File: src/rtl/ctrl_param_pkg.sv
// rtl/ctrl_param_pkg.sv - shared states, opcodes and control encodings for unidade_controle_param
package ctrl_param_pkg;

    typedef enum logic [3:0] {
        S_INIT,
        S_FETCH,
        S_DECODE,
        S_LOAD,
        S_STORE,
        S_ADD,
        S_LOADC,
        S_SUB,
        S_JZ_TEST,
        S_JUMP,
        S_JNZ_TEST,
        S_HALT
    } statetype;

    typedef enum logic [3:0] {
        OP_MOVR  = 4'd0,
        OP_MOVD  = 4'd1,
        OP_ADD   = 4'd2,
        OP_MOVC  = 4'd3,
        OP_SUB   = 4'd4,
        OP_JMPZ  = 4'd5,
        OP_JMP   = 4'd6,
        OP_JMPNZ = 4'd7,
        OP_HALT  = 4'd8
    } opcode_t;

    localparam logic [1:0] RF_S_ALU   = 2'b00;
    localparam logic [1:0] RF_S_MEM   = 2'b01;
    localparam logic [1:0] RF_S_CONST = 2'b10;

    localparam logic [1:0] ALU_PASS = 2'b00;
    localparam logic [1:0] ALU_ADD  = 2'b01;
    localparam logic [1:0] ALU_SUB  = 2'b10;

    // Opcodes above HALT have no meaning and are flagged in DECODE.
    function automatic logic is_legal(input logic [3:0] op);
        return op <= OP_HALT;
    endfunction

endpackage

File: src/rtl/unidade_controle_param_pc_reg.sv
// rtl/unidade_controle_param_pc_reg.sv - program counter with clear, increment and relative load
module pc_reg #(
    parameter int PC_W = 16
) (
    input  logic            clk,
    input  logic            reset,
    input  logic            clr,
    input  logic            inc,
    input  logic            ld,
    input  logic [PC_W-1:0] offset,
    output logic [PC_W-1:0] pc
);

    // Clear beats increment beats load; the load subtracts one because the
    // PC has already advanced past the jump instruction.
    always_ff @(posedge clk or posedge reset) begin
        if (reset)
            pc <= '0;
        else if (clr)
            pc <= '0;
        else if (inc)
            pc <= pc + PC_W'(1);
        else if (ld)
            pc <= pc + offset - PC_W'(1);
    end

endmodule

File: src/rtl/unidade_controle_param.sv
// rtl/unidade_controle_param.sv - multicycle control unit: PC, IR and control FSM
module unidade_controle_param
    import ctrl_param_pkg::*;
#(
    parameter int PC_W     = 16,
    parameter int D_ADDR_W = 8,
    parameter int DATA_W   = 8
) (
    input  logic                clk,
    input  logic                reset,
    output logic [PC_W-1:0]     I_addr,
    output logic                I_rd,
    input  logic [15:0]         I_data,
    input  logic                I_ready,
    output logic [D_ADDR_W-1:0] D_addr,
    output logic                D_rd,
    output logic                D_wr,
    input  logic                D_ready,
    output logic [DATA_W-1:0]   RF_W_data,
    output logic [1:0]          RF_s,
    output logic [3:0]          RF_W_addr,
    output logic [3:0]          RF_Rp_addr,
    output logic [3:0]          RF_Rq_addr,
    output logic                RF_W_wr,
    output logic                RF_Rp_rd,
    output logic                RF_Rq_rd,
    input  logic                RF_Rp_zero,
    output logic [1:0]          alu_s,
    output logic                halted,
    output logic                illegal_op
);

    statetype          r_state;
    statetype          w_next;
    logic [15:0]       r_ir;
    logic [PC_W-1:0]   w_pc;
    logic              w_pc_clr;
    logic              w_pc_inc;
    logic              w_pc_ld;
    logic [3:0]        w_op;
    logic [3:0]        w_ra;
    logic [3:0]        w_rb;
    logic [3:0]        w_rc;
    logic [7:0]        w_imm;

    assign w_op  = r_ir[15:12];
    assign w_ra  = r_ir[11:8];
    assign w_rb  = r_ir[7:4];
    assign w_rc  = r_ir[3:0];
    assign w_imm = r_ir[7:0];

    assign w_pc_clr = (r_state == S_INIT);
    assign w_pc_inc = (r_state == S_FETCH) && I_ready;
    assign w_pc_ld  = (r_state == S_JUMP);

    pc_reg #(.PC_W(PC_W)) u_pc (
        .clk    (clk),
        .reset  (reset),
        .clr    (w_pc_clr),
        .inc    (w_pc_inc),
        .ld     (w_pc_ld),
        .offset (PC_W'($signed(w_imm))),
        .pc     (w_pc)
    );

    assign I_addr = w_pc;

    // State register; reset forces INIT so every Moore output drops at once.
    always_ff @(posedge clk or posedge reset) begin
        if (reset)
            r_state <= S_INIT;
        else
            r_state <= w_next;
    end

    // Instruction register captures the word on the fetch handshake.
    always_ff @(posedge clk or posedge reset) begin
        if (reset)
            r_ir <= '0;
        else if (w_pc_inc)
            r_ir <= I_data;
    end

    // Next-state decode.
    always_comb begin
        w_next = r_state;
        case (r_state)
            S_INIT:     w_next = S_FETCH;
            S_FETCH:    w_next = I_ready ? S_DECODE : S_FETCH;
            S_DECODE: begin
                case (w_op)
                    OP_MOVR:  w_next = S_LOAD;
                    OP_MOVD:  w_next = S_STORE;
                    OP_ADD:   w_next = S_ADD;
                    OP_MOVC:  w_next = S_LOADC;
                    OP_SUB:   w_next = S_SUB;
                    OP_JMPZ:  w_next = S_JZ_TEST;
                    OP_JMP:   w_next = S_JUMP;
                    OP_JMPNZ: w_next = S_JNZ_TEST;
                    OP_HALT:  w_next = S_HALT;
                    default:  w_next = S_FETCH;
                endcase
            end
            S_LOAD, S_STORE: w_next = D_ready ? S_FETCH : r_state;
            S_ADD, S_LOADC, S_SUB, S_JUMP: w_next = S_FETCH;
            S_JZ_TEST:  w_next = RF_Rp_zero ? S_JUMP : S_FETCH;
            S_JNZ_TEST: w_next = RF_Rp_zero ? S_FETCH : S_JUMP;
            S_HALT:     w_next = S_HALT;
            default:    w_next = S_INIT;
        endcase
    end

    // Output decode from state and IR; only LOAD write and illegal_op see inputs/opcode.
    always_comb begin
        I_rd       = 1'b0;
        D_addr     = '0;
        D_rd       = 1'b0;
        D_wr       = 1'b0;
        RF_W_data  = '0;
        RF_s       = RF_S_ALU;
        RF_W_addr  = '0;
        RF_Rp_addr = '0;
        RF_Rq_addr = '0;
        RF_W_wr    = 1'b0;
        RF_Rp_rd   = 1'b0;
        RF_Rq_rd   = 1'b0;
        alu_s      = ALU_PASS;
        halted     = 1'b0;
        illegal_op = 1'b0;
        case (r_state)
            S_FETCH:  I_rd = 1'b1;
            S_DECODE: illegal_op = !is_legal(w_op);
            S_LOAD: begin
                D_addr    = D_ADDR_W'(w_imm);
                D_rd      = 1'b1;
                RF_s      = RF_S_MEM;
                RF_W_addr = w_ra;
                RF_W_wr   = D_ready;
            end
            S_STORE: begin
                D_addr     = D_ADDR_W'(w_imm);
                D_wr       = 1'b1;
                RF_Rp_addr = w_ra;
                RF_Rp_rd   = 1'b1;
            end
            S_ADD, S_SUB: begin
                RF_Rp_addr = w_rb;
                RF_Rq_addr = w_rc;
                RF_Rp_rd   = 1'b1;
                RF_Rq_rd   = 1'b1;
                RF_W_addr  = w_ra;
                RF_W_wr    = 1'b1;
                RF_s       = RF_S_ALU;
                alu_s      = (r_state == S_ADD) ? ALU_ADD : ALU_SUB;
            end
            S_LOADC: begin
                RF_W_data = DATA_W'($signed(w_imm));
                RF_s      = RF_S_CONST;
                RF_W_addr = w_ra;
                RF_W_wr   = 1'b1;
            end
            S_JZ_TEST, S_JNZ_TEST: begin
                RF_Rp_addr = w_ra;
                RF_Rp_rd   = 1'b1;
            end
            S_HALT:   halted = 1'b1;
            default:  ;
        endcase
    end

endmodule

File: config.mk
export PLATFORM = sky130hd
export DESIGN_NAME = unidade_controle_param
export DESIGN_NICKNAME = d
export VERILOG_FILES = /design/src/rtl/ctrl_param_pkg.sv /design/src/rtl/unidade_controle_param_pc_reg.sv /design/src/rtl/unidade_controle_param.sv
export SDC_FILE = /design/constraint.sdc
export NUM_CORES = 1
export LEC_CHECK = 0
export CAP_MARGIN = 20
export CORE_MARGIN = 2
export CORE_UTILIZATION = 46
export CTS_CLUSTER_DIAMETER = 50
export DETAILED_ROUTE_END_ITERATION = 8
export PLACE_DENSITY = 0.77
export SLEW_MARGIN = 20
export SYNTH_ARGS = -nofsm -noshare
export SYNTH_HDL_FRONTEND = slang
export SYNTH_SLANG_ARGS = --single-unit
File: constraint.sdc
create_clock -name clk -period 2.85 [get_ports clk]
set_clock_uncertainty 0.1 [all_clocks]
set_input_delay 0.57 -clock clk [delete_from_list [all_inputs] [get_ports clk]]
set_output_delay 0.57 -clock clk [all_outputs]
set_load 0.005 [all_outputs]
# Yosys cells after proc, flatten, opt, wreduce, memory -nomap -nowiden

Memory sizes are Yosys's and may differ from the RTL's.
Index checks and enable logic that the tools add are counted.

Add/subtract/negate cells: 3
Reductions and logical operators: 11
Equality and inequality tests: 12
Muxes and demuxes: 24
$lt $le $gt $ge: 1

Operators by type and width:

| kind                                                                    | number |
|---|---|
| 16-bit 2-to-1 mux                                                       | 3 |
| 4-bit one-hot mux with 7 select lines                                   | 1 |
| 4-bit 2-to-1 mux                                                        | 5 |
| 16-bit by 1-bit adder with 16-bit output, second input constant         | 1 |
| 16-bit adder                                                            | 1 |
| 4-bit by 3-bit equality test with 1-bit output, second input constant   | 4 |
| 4-bit equality test, second input constant                              | 4 |
| 8-bit 2-to-1 mux                                                        | 2 |
| 16-bit by 1-bit subtractor with 16-bit output, second input constant    | 1 |
| 5-bit OR reduction                                                      | 2 |
| 4-bit by 2-bit equality test with 1-bit output, second input constant   | 2 |
| 4-bit one-hot mux with 2 select lines                                   | 1 |
| 1-bit 2-to-1 mux                                                        | 7 |
| 2-bit 2-to-1 mux                                                        | 3 |
| 3-bit OR reduction                                                      | 2 |
| 4-bit by 1-bit equality test with 1-bit output, second input constant   | 1 |
| 4-bit less-or-equal comparator, second input constant                   | 1 |
| 4-bit zero test                                                         | 1 |
| 2-bit one-hot mux with 2 select lines                                   | 1 |
| 2-bit OR reduction                                                      | 2 |
| 4-bit OR reduction                                                      | 1 |
| 3-bit nonzero test                                                      | 1 |
| 2-bit by 1-bit inequality test with 1-bit output, second input constant | 1 |
| 1-bit one-hot mux with 2 select lines                                   | 1 |
| other kinds (2)                                                         | 2 |

Logic and storage cells: 55
Output and inout bits: 56
Memories: 1
Memory bits (read-only): 64
Bits of input ports: 21
Register bits after elaboration: 36

Memory list:

| name             | words | width | rd ports | clocked after Yosys merged registers in | write ports | RTL line                     | text |
|---|---|---|---|---|---|---|---|
| (name not given) | 16    | 4     | 1        | 0                                       | 0           | unidade_controle_param.sv:91 | `case (w_op)` |

# Logic depth before layout (Yosys ltp)

Gate-level depths: netlist (run 1).

Word-level depth: 5
Mapped depth: 11
Gate-level depth less buffers: 11

# Hierarchy

A second synthesis (run 1) with hierarchy kept.

Cell total of the unflattened synthesis: 413
Area total of the unflattened synthesis: 3348.2 um^2

By module, submodules not included:

| module                 | seq. area each (um^2) | cells each | area an instance (um^2) | times used |
|---|---|---|---|---|
| pc_reg                 | 400.4                 | 274        | 2031.9                  | 1 |
| unidade_controle_param | 500.5                 | 139        | 1316.3                  | 1 |

# Least setup slack after synthesis (run 1)

No wires, ideal clock.

Kind: register to register
Start point: register u_pc.pc[1]
End point: register u_pc.pc[13]
Path slack: 0.120 ns
Setup time: 0.130 ns
Clock period less this slack: 2.730 ns
Stages on the path, launching flop included: 12
Path buffers: 0
Arrival: 2.500 ns
Required time: 2.620 ns
Cells stage by stage: dfrtp_1 > inv_1 > ha_1 > inv_1 > ha_1 > fa_1 > a211oi_2 > o211ai_2 > nand3_1 > mux2_2 > a211oi_1 > o21ai_0

Word-level cells in the longest chain between the ends: 5
Elaborated cells on any way between the ends: 6
Those cells by class: add/sub (3); mux (3)

RTL lines:

| element                                       | RTL line                            | text |
|---|---|---|
| start: declaration                            | unidade_controle_param_pc_reg.sv:11 | `output logic [PC_W-1:0] pc` |
| start signal: assignment                      | unidade_controle_param_pc_reg.sv:22 | `pc <= pc + PC_W'(1);` |
| start signal: assignment                      | unidade_controle_param_pc_reg.sv:24 | `pc <= pc + offset - PC_W'(1);` |
| 16-bit adder                                  | unidade_controle_param_pc_reg.sv:24 |  |
| 16-bit by 1-bit subtractor with 16-bit output | unidade_controle_param_pc_reg.sv:24 |  |
| 16-bit 2-to-1 mux                             | unidade_controle_param_pc_reg.sv:23 | `else if (ld)` |
| 16-bit 2-to-1 mux (*)                         | unidade_controle_param_pc_reg.sv:21 | `else if (inc)` |
| 16-bit 2-to-1 mux (*)                         | unidade_controle_param_pc_reg.sv:19 | `else if (clr)` |

Every way passes the cells marked *; elsewhere a longest branch is shown, timed or not. The select of a mux whose other input is x is not followed.
A chain may end at the register's enable or synchronous reset.

# Worst setup path in the final report (run 1)

Start point: register r_state[1]
End point: output D_addr[6]

Word-level cells in the longest chain between the ends: 3
Elaborated cells on any way between the ends: 4
Those cells by class: eq/ne (2); mux (1); reduce/logical (1)

RTL lines:

| element                                                                                                                 | RTL line                      | text |
|---|---|---|
| start: declaration                                                                                                      | unidade_controle_param.sv:33  | `statetype r_state;` |
| start signal: assignment                                                                                                | unidade_controle_param.sv:73  | `r_state <= w_next;` |
| 4-bit by 2-bit equality test with 1-bit output / 4-bit by 3-bit equality test with 1-bit output (equally long branches) | unidade_controle_param.sv:130 | `case (r_state)` |
| 2-bit OR reduction (no source line) (*)                                                                                 | --                            |  |
| 8-bit 2-to-1 mux (*)                                                                                                    | unidade_controle_param.sv:130 |  |
| end: declaration                                                                                                        | unidade_controle_param.sv:15  | `output logic [D_ADDR_W-1:0] D_addr,` |

Every way passes the cells marked *; elsewhere a longest branch is shown, timed or not.

==> results.sh, run 1 <==
export IMPL_status="complete, no violations"
export IMPL_cts_num_sinks=36
export IMPL_drive_above_1_share_pct=9.33
export IMPL_grt_max_degree=37
export IMPL_io_buffer_count=76
export IMPL_rrSetupSlack_ps=120
export IMPL_core_area_mm2=0.00687
export IMPL_yosysSeqAreaShare_pct=27.4
export IMPL_dr_pass1_iters=5
export IMPL_area_growth_pct=33.1
export IMPL_drtAntennaViolNets=0
export IMPL_post_route_drc_count=0
export IMPL_hold_viol=0
export IMPL_initial_core_util_pct=47.9
export IMPL_endpoint="D_addr[6]"
export IMPL_fin_nets=577
export IMPL_fillers=622
export IMPL_fin_cells=621
export IMPL_grt_pass1_vias=3023
export IMPL_drt_wl_total_um=9610
export IMPL_syn_inst=442
export IMPL_ctsHoldBuffers=0
export IMPL_fin_crit_ps=2750
export IMPL_placed_cells=612
export IMPL_cts_buffers=5
export IMPL_whs_ps=401
export IMPL_die_h_um=88.5
export IMPL_tightest_slew_ps=647
export IMPL_cts_tree="done"
export IMPL_startpoint="r_state[1]"
export IMPL_antenna_found_initial=0
export IMPL_maxCapViolCount=0
export IMPL_syn_avg_cell_area_um2=7.44
export IMPL_place_ws_ps=-3.60
export IMPL_final_common_cell="clkdlybuf4s50_1"
export IMPL_num_rows=30
export IMPL_gr_max_usage_layer="met2"
export IMPL_start_kind="register"
export IMPL_synthArstFlopShare_pct=100
export IMPL_dieWidth_um=88.5
export IMPL_rsz0062_at_grt="false"
export IMPL_synthTopCellsByArea="dfrtp_1 (27%), ha_1 (12%), inv_1 (6.7%)"
export IMPL_reg2reg_depth=11
export IMPL_synth_flop_cell="dfrtp_1"
export IMPL_clkTransAtPathRegs_ps=80
export IMPL_syn_area_mm2=0.00329
export IMPL_grtUsageTotal_pct=24.4
export IMPL_worst_ep_required_time_ps=2180
export IMPL_grt_overflow=0
export IMPL_hold_start="r_ir[10]"
export IMPL_synth_edf_count=0
export IMPL_fin_crit_sh_pct=96.5
export IMPL_syn_num_nets=495
export IMPL_gp_congestion=0.899
export IMPL_drt_iter0_drc=232
export IMPL_synth_warnings=0
export IMPL_cts_buffer_depth=2
export IMPL_vdd_ir_drop_max_uv=758
export IMPL_finalPower_mw=6.53
export IMPL_grt_pass1_wl_um=14800
export IMPL_hpwl_um=7130
export IMPL_cp_arrival_ps=2080
export IMPL_synth_cell_types=57
export IMPL_grt_util_met2_pct=38.3
export IMPL_via_count=3424
export IMPL_r2r_end="u_pc.pc[13]"
export IMPL_maxSlewViolCount=0
export IMPL_min_path_type="reg -> reg"
export IMPL_final_util_pct=63.7
export IMPL_rr_startpoint="u_pc.pc[1]"
export IMPL_clkLatencyLatePin_ps=300
export IMPL_drt_vias_per_instance=5.51
export IMPL_setup_viol_count_final=0
export IMPL_layout_common_cells="clkdlybuf4s50_1 (76), inv_1 (59), nand2_1 (53)"
export IMPL_use_met1_pct=34.7
export IMPL_cp_max_fo=9
export IMPL_setup_ws_ps=99.8
export IMPL_max_freq_ghz=0.364
export IMPL_p_leak_nw=1.95
export IMPL_synth_top_area_cell="dfrtp_1"
export IMPL_crit_type="reg -> out"
export IMPL_cts_root_buffer="clkbuf_8"
export IMPL_ios=77
export IMPL_diodes=0
export IMPL_slew_headroom_pct=56.6
export IMPL_power_density_mw_per_mm2=1490
export IMPL_use_met3_pct=4.10
export IMPL_htree_levels=2
export IMPL_crit_path_end_kind="primary output"
export IMPL_yosysTopAreaCellShare_pct=27.4
export IMPL_dieArea_mm2=0.00784
export IMPL_synth_seq_cells=36
export IMPL_wl_per_cell_um=15.5
==> kinds of logic after synthesis <==
kind of cell	Yosys count	synth area share (%)
AND/OR/NAND/NOR	161	24.3
AO/OA/AOI/OAI	117	22.3
buffers and inverters	82	9.78
flip-flops	36	27.4
adder cells (fa/ha/maj)	32	12.4
XOR/XNOR	12	3.20
multiplexers	2	0.647
==> worst max-delay path, cell delays in order, from the launching register on <==
cell and delay (ps):
dfrtp_1 470, nand2b_1 250, nor2_1 150, a21oi_2 110, nor3_1 250, clkdlybuf4s50_1 550
==> cell type report <==
type	instances	area (µm²)	area share, %
inverter	60	229	5.23
clock buffer	5	68.8	1.57
clock inverter	3	42.5	0.972
timing repair buffer	97	918	21.0
multi-input combinational	324	2090	47.9
sequential	36	902	20.6
tap	96	120	2.75
==> timing repair <==
action                                 CTS  global route
gates resized for setup                  2             9
endpoints found under the hold margin    0             0
pin swaps                                1             4
setup endpoints to repair                8             8
buffers inserted                         0             1
==> where the power goes <==
| group | switching (mW) | leakage [nW] | internal (mW) |
|---|---|---|---|
| Clock | 0.215 | 0.0541 | 0.259 |
| Combinational | 2.88 | 1.43 | 2.21 |
| Sequential | 0.220 | 0.461 | 0.739 |
==> how the worst min path moves through the flow <==
| stage | to | slack, ps | cells after the start |
|---|---|---|---|
| floorplan | r_ir[10] | 360 | 2 |
| global placement | r_ir[9] | 380 | 2 |
| global route | r_ir[10] | 430 | 2 |
| detailed placement | r_ir[10] | 390 | 2 |
| finish | r_ir[10] | 400 | 2 |
| CTS | r_ir[10] | 410 | 2 |
==> synth_stat cells (2+ instances only) <==
library cell  number
inv_1             59
nand2_1           53
o21ai_0           44
dfrtp_1           36
ha_1              31
nor2_1            31
a21oi_1           25
nor3_1            19
clkbuf_1          12
nor4_1             9
xnor2_1            9
buf_2              8
nand3_1            8
a21o_1             7
a31oi_1            7
and2_1             7
and3_1             7
nand2b_1           6
a211oi_1           5
a22o_1             4
nor2b_1            4
o21ai_1            3
o22ai_1            3
or3_1              3
xor2_1             3
a211oi_2           2
nand3b_1           2
nand4_1            2
o211ai_1           2
o21a_1             2
o21bai_1           2
o221ai_1           2
==> per-layer routing <==
layer / routed length, µm / vias to the layer above
li1: - / 1698
met1: 4460 / 1595
met2: 4470 / 116
met3: 515 / 15
met4: 167 / 0
met5: 0 / -
==> per-stage QoR <==
step	setup TNS, ps	instance area [µm²]
3_3_place_gp	0	4220
5_1_grt	0	4380
6_report	0	4380
3_5_place_dp	-3.60	4220
2_1_floorplan	0	3290
4_1_cts	0	4340
Power figures use the tool's default switching activity.
==> run 2: changes to the inputs <==
HOLD_SLACK_MARGIN = 0.15   (was unset)
==> results of run 2 <==
Final layout, timing and power as in run 1 (identical DEF).
==> run 3: changes to the inputs <==
CTS_CLUSTER_DIAMETER = unset   (was 50)
==> results of run 3 <==
Final layout, timing and power as in run 1 (identical DEF).
